`src/rtl/rf_wb_arbiter.sv`:
```
// Round-robin arbiter sharing the register-file write port between the ALU and the LSU,
// with a registered write stage and a per-register pending-write scoreboard for issue.
module rf_wb_arbiter #(
    parameter int DATA_WIDTH = 32,
    parameter int NUM_REGS   = 32
) (
    input  logic                  clk,
    input  logic                  rst_n,
    input  logic                  alu_valid,
    output logic                  alu_ready,
    input  logic [4:0]            alu_rd_addr,
    input  logic [DATA_WIDTH-1:0] alu_rd_data,
    input  logic                  lsu_valid,
    output logic                  lsu_ready,
    input  logic [4:0]            lsu_rd_addr,
    input  logic [DATA_WIDTH-1:0] lsu_rd_data,
    output logic                  rf_wr_en,
    output logic [4:0]            rf_rd_addr,
    output logic [DATA_WIDTH-1:0] rf_rd_data,
    input  logic                  issue_valid,
    input  logic [4:0]            issue_rd_addr,
    input  logic [4:0]            chk_rs1_addr,
    input  logic [4:0]            chk_rs2_addr,
    input  logic [4:0]            chk_rd_addr,
    output logic                  rs1_busy,
    output logic                  rs2_busy,
    output logic                  rd_busy,
    output logic [5:0]            pend_cnt
);

    // Register 0 is hardwired zero and registers beyond NUM_REGS do not exist.
    localparam logic [31:0] TRACK_MASK = (NUM_REGS >= 32) ? 32'hFFFF_FFFE :
                                         (((32'h1 << NUM_REGS) - 32'h1) & 32'hFFFF_FFFE);

    typedef enum logic {
        PRIO_ALU = 1'b0,
        PRIO_LSU = 1'b1
    } prio_e;

    function automatic logic [31:0] addr_onehot(input logic en, input logic [4:0] addr);
        logic [31:0] vec;
        vec = 32'h0;
        if (en) begin
            vec[addr] = 1'b1;
        end else begin
            vec = 32'h0;
        end
        return vec;
    endfunction

    function automatic logic [5:0] cnt_step(input logic [5:0] cnt, input logic inc, input logic dec);
        logic [5:0] res;
        case ({inc, dec})
            2'b10:   res = cnt + 6'd1;
            2'b01:   res = cnt - 6'd1;
            default: res = cnt;
        endcase
        return res;
    endfunction

    prio_e                  prio_r;
    prio_e                  prio_nxt_s;
    logic                   grant_alu_s;
    logic                   grant_lsu_s;
    logic                   xfer_s;
    logic [4:0]             xfer_addr_s;
    logic [DATA_WIDTH-1:0]  xfer_data_s;
    logic                   wr_en_r;
    logic [4:0]             wr_addr_r;
    logic [DATA_WIDTH-1:0]  wr_data_r;
    logic [31:0]            sb_r;
    logic [31:0]            sb_nxt_s;
    logic [31:0]            set_vec_s;
    logic [31:0]            clr_vec_s;
    logic                   set_en_s;
    logic                   clr_en_s;
    logic                   inc_s;
    logic                   dec_s;
    logic [5:0]             cnt_r;
    logic [5:0]             cnt_nxt_s;

    // Arbitration: a lone requester always wins; a contest goes to the pointer and flips it.
    always_comb begin
        grant_alu_s = 1'b0;
        grant_lsu_s = 1'b0;
        prio_nxt_s  = prio_r;
        if (alu_valid && lsu_valid) begin
            if (prio_r == PRIO_ALU) begin
                grant_alu_s = 1'b1;
                prio_nxt_s  = PRIO_LSU;
            end else begin
                grant_lsu_s = 1'b1;
                prio_nxt_s  = PRIO_ALU;
            end
        end else begin
            grant_alu_s = alu_valid;
            grant_lsu_s = lsu_valid;
        end
    end

    // Select the winning requester's payload for the write stage.
    always_comb begin
        xfer_s = grant_alu_s | grant_lsu_s;
        if (grant_lsu_s) begin
            xfer_addr_s = lsu_rd_addr;
            xfer_data_s = lsu_rd_data;
        end else begin
            xfer_addr_s = alu_rd_addr;
            xfer_data_s = alu_rd_data;
        end
    end

    // Scoreboard next state: a clear is applied first so a same-address issue wins.
    always_comb begin
        set_en_s  = issue_valid && (issue_rd_addr != 5'd0) && TRACK_MASK[issue_rd_addr];
        clr_en_s  = wr_en_r && TRACK_MASK[wr_addr_r];
        set_vec_s = addr_onehot(set_en_s, issue_rd_addr);
        clr_vec_s = addr_onehot(clr_en_s, wr_addr_r);
        sb_nxt_s  = ((sb_r & ~clr_vec_s) | set_vec_s) & TRACK_MASK;
        inc_s     = set_en_s && !sb_r[issue_rd_addr];
        dec_s     = clr_en_s && sb_r[wr_addr_r] &&
                    !(set_en_s && (issue_rd_addr == wr_addr_r));
        cnt_nxt_s = cnt_step(cnt_r, inc_s, dec_s);
    end

    // Round-robin priority pointer.
    always_ff @(posedge clk or negedge rst_n) begin
        if (!rst_n) begin
            prio_r <= PRIO_ALU;
        end else begin
            prio_r <= prio_nxt_s;
        end
    end

    // Registered write port; writes to register 0 are consumed without a write strobe.
    always_ff @(posedge clk or negedge rst_n) begin
        if (!rst_n) begin
            wr_en_r   <= 1'b0;
            wr_addr_r <= 5'd0;
            wr_data_r <= {DATA_WIDTH{1'b0}};
        end else begin
            wr_en_r <= xfer_s && (xfer_addr_s != 5'd0);
            if (xfer_s && (xfer_addr_s != 5'd0)) begin
                wr_addr_r <= xfer_addr_s;
                wr_data_r <= xfer_data_s;
            end else begin
                wr_addr_r <= wr_addr_r;
                wr_data_r <= wr_data_r;
            end
        end
    end

    // Pending-write bits and their running population count.
    always_ff @(posedge clk or negedge rst_n) begin
        if (!rst_n) begin
            sb_r  <= 32'h0;
            cnt_r <= 6'd0;
        end else begin
            sb_r  <= sb_nxt_s;
            cnt_r <= cnt_nxt_s;
        end
    end

    assign alu_ready  = grant_alu_s;
    assign lsu_ready  = grant_lsu_s;
    assign rf_wr_en   = wr_en_r;
    assign rf_rd_addr = wr_addr_r;
    assign rf_rd_data = wr_data_r;
    assign pend_cnt   = cnt_r;
    assign rs1_busy   = sb_r[chk_rs1_addr];
    assign rs2_busy   = sb_r[chk_rs2_addr];
    assign rd_busy    = sb_r[chk_rd_addr];

endmodule

```
`config.mk`:
```
export PLATFORM = sky130hd
export DESIGN_NAME = rf_wb_arbiter
export DESIGN_NICKNAME = d
export VERILOG_FILES = /design/src/rtl/rf_wb_arbiter.sv
export SDC_FILE = /design/constraint.sdc
export NUM_CORES = 1
export LEC_CHECK = 0
export ABC_CLOCK_PERIOD_IN_PS = 3850
export BUFFER_PORTS_ARGS = -buffer_cell sky130_fd_sc_hd__buf_2
export CAP_MARGIN = 20
export CORE_MARGIN = 2
export CORE_UTILIZATION = 52
export DETAILED_ROUTE_END_ITERATION = 7
export GPL_TIMING_DRIVEN = 0
export PLACE_DENSITY_LB_ADDON = 0.12
export SLEW_MARGIN = 20
export SYNTH_ARGS = -nofsm -noshare
export SYNTH_HDL_FRONTEND = slang
export SYNTH_SLANG_ARGS = --single-unit
export TNS_END_PERCENT = 100
```
`constraint.sdc`:
```
create_clock -name clk -period 3.85 [get_ports clk]
set_input_delay 0.385 -clock clk [delete_from_list [all_inputs] [get_ports clk]]
set_output_delay 0.385 -clock clk [all_outputs]
set_load 0.05 [all_outputs]
```
==> run summary <==
initial antenna violation count = 0
Die H = 101 um
Yosys top cell area share = 38.5%
grt ovf = 0
most frequent cells after synthesis = nand2_1 (88), o21ai_0 (79), dfrtp_1 (76), nor2_1 (41), a31oi_1 (35)
CTS tree = done
dpl cells = 787
clock buffer depth = 2
r2r startpoint = rf_rd_addr[0]
Post-Place Setup Slack = 0.149 ns
slowest cell on the critical path = dfrtp_1
vias per cell = 6.02
number of global-route vias before repair = 4,862
worst reg2reg path depth = 12
Num CTS Buffers = 9
standard-cell rows = 35
clk_skew = 0.0150 ns
layout net count = 773
synth top area cells = dfrtp_1 (39%), mux4_2 (15%), o21ai_0 (8.0%)
vias after detailed routing = 4,828
flop-to-flop setup slack = 0.38 ns
most frequent cell after synthesis = nand2_1
share of cells above drive strength 1 = 30.8%
Detail Route Antenna Nets = 0
Max Cap Violations = 0
number of synthesized register bits = 76
outcome = complete, no violations
antenna cells = 0
setup violators final = 0
top cell type by total area after synthesis = dfrtp_1
Die ar. = 0.0103 mm^2
Final Worst Setup Slack = 0.383 ns
hold buffer count at cts = 0
htree depth = 3
setup bufs post-CTS = 0
fin. max-slew vios = 0
slew margin rel. = 57.3%
initial core utilization = 53.4%
period utilisation layout = 90.0%
Clk Latency, worst-skew pair = 0.35 ns
first-pass GRT wire length = 23,900 um
hpwl dp = 11,100 um
asr flop ratio synth = 100%
io pins = 148
Die W = 101 um
net count after synthesis = 625
fin cells = 802
synth warn = 0
core box area = 0.00924 mm^2
Syn Std Cell Area = 0.00494 mm^2
GRT Util Overall = 30.0%
clock sinks = 76
r2r endpoint = pend_cnt[5]
Peak Freq = 288 MHz
cell mode on critical path = ha_1
DRT iter0 DRCs = 401
largest net degree at the start of global routing = 42
P&R area growth vs syn = 21.7%
clk root buf = clkbuf_8
PD cells = 678 mW/mm^2
Fin. Hold Viols = 0
Hold Path Class = in2async
number of synthesized flops with an enable pin = 0
Peak VDD IR = 0.303 mV
Final min period = 3.47 ns
Total Wirelength = 14,700 um
Critical Path Max Stage Delay = 0.67 ns
Leak = 2.64 nW
CP Launch Point = rf_rd_addr[0]
Worst-Margin Slew = 0.640 ns
sequential element share of the synthesized area = 38.5%
Worst-path clk slew = 0.09 ns
gp weighted congestion = 0.908
Primary FF master, synth = dfrtp_1
routed len/inst = 18.3 um
Cell variety after synth = 43
Worst setup EP type = flip-flop
worst setup path category = reg2reg
Setup TNS Final = 0 ns
Avg Cell Area, Syn = 9.49 um^2
CP required = 4.13 ns
CP Capture Point = pend_cnt[5]
CP startpoint kind = flip-flop
unrepaired setup endpoints after global routing = false
Synth Instances = 520
CP Max Fanout = 11
CTS resizes = 0
Worst EP arrival = 3.75 ns
crit-path cells = mux4_2, inv_1, o22ai_1, nor3_1, a31oi_1, ha_1, ha_1, nand2_1, o21ai_0, nand4_1, o211ai_1, xor2_1
drt drc = 0
drt first pass iters = 5
number of port buffers = 137
-- worst min path at each step --
stage	end	cells past startpoint	slack [ns]	startpoint
detailed placement	rf_rd_data[25]	1	0.41	rst_n
global placement	pend_cnt[5]	1	0.45	pend_cnt[5]
global route	rf_rd_data[0]	1	0.03	rst_n
finish	rf_rd_data[25]	1	0.01	rst_n
CTS	rf_rd_data[25]	1	0.02	rst_n
floorplan	pend_cnt[0]	0	0.09	rst_n
-- state kept, by name (all words and copies together) (netlist names) --
register    flops
pend_cnt        6
rf_wr_en        1
rf_rd_addr      5
rf_rd_data     32
sb_r           31
prio_r          1
-- metal layers --
metal  wire length [um]  global-route usage (%)
met4                288                    9.04
met5                  0                       0
met2               7150                    51.5
met1               5720                    37.3
met3               1550                    8.28
-- critical path: cells and delay by family, from the launching register on --
family | cells | cell delay [ns]
adder cells (fa/ha/maj) | 2 | 0.69
AO/OA/AOI/OAI | 4 | 0.72
AND/OR/NAND/NOR | 3 | 0.51
buffers and inverters | 1 | 0.07
XOR/XNOR | 1 | 0.16
multiplexers | 1 | 0.58
flip-flops | 1 | 0.67
-- report_power, final --
part           internal, W  total [W]  leakage [nW]  switching (W)
logic             0.000810    0.00197          1.66        0.00116
registers          0.00108    0.00146         0.878       0.000383
clock network     0.000323   0.000639         0.104       0.000316
-- cell families after synthesis --
family / Yosys count / share of synthesized area (%)
AND/OR/NAND/NOR: 173 / 15.3
adder cells (fa/ha/maj): 6 / 1.67
multiplexers: 66 / 21.7
buffers and inverters: 48 / 4.54
AO/OA/AOI/OAI: 141 / 16.4
XOR/XNOR: 10 / 1.77
flip-flops: 76 / 38.5
-- layout make-up --
type | count | area [um^2]
buffer | 35 | 175
clock buffer | 10 | 138
clock inverter | 6 | 68.8
fill | 807 | 3230
inverter | 12 | 45.0
multi-input combinational | 396 | 2810
sequential | 76 | 1900
tap | 129 | 161
timing repair buffer | 138 | 708
-- layout by cell type (no fill, tap or decap), drive strengths merged, types with 2 or more instances in the layout --
| master | synthesis | layout |
|---|---|---|
| mux4 | 32 | 32 |
| o21ai | 79 | 79 |
| mux2i | 24 | 24 |
| nor2b | 7 | 7 |
| nand2 | 88 | 88 |
| nand3 | 8 | 8 |
| nor3 | 7 | 7 |
| mux2 | 10 | 10 |
| xor2 | 6 | 6 |
| inv | 12 | 15 |
| ha | 5 | 5 |
| xnor2 | 4 | 4 |
| or3 | 4 | 4 |
| buf | 13 | 151 |
| nand2b | 4 | 4 |
| dfrtp | 76 | 76 |
| clkbuf | 23 | 32 |
| nand4 | 4 | 4 |
| o22ai | 8 | 8 |
| o31ai | 2 | 2 |
| nor2 | 41 | 41 |
| nand3b | 6 | 6 |
| a21oi | 5 | 5 |
| a31oi | 35 | 35 |
| a22oi | 2 | 2 |
-- through the flow --
stage	power, W	instance area [um^2]	hold slack, ns	util (%)
detailed placement	0.00341	5810	0.406	62.8
floorplan	0.00284	4940	0.0894	-
CTS	0.00406	6010	0.0225	65.1
global placement	0.00333	5780	0.455	62.6
finish	0.00407	6010	0.0138	65.0
global route	0.00432	6010	0.0336	65.0
Power figures use the tool's default switching activity.
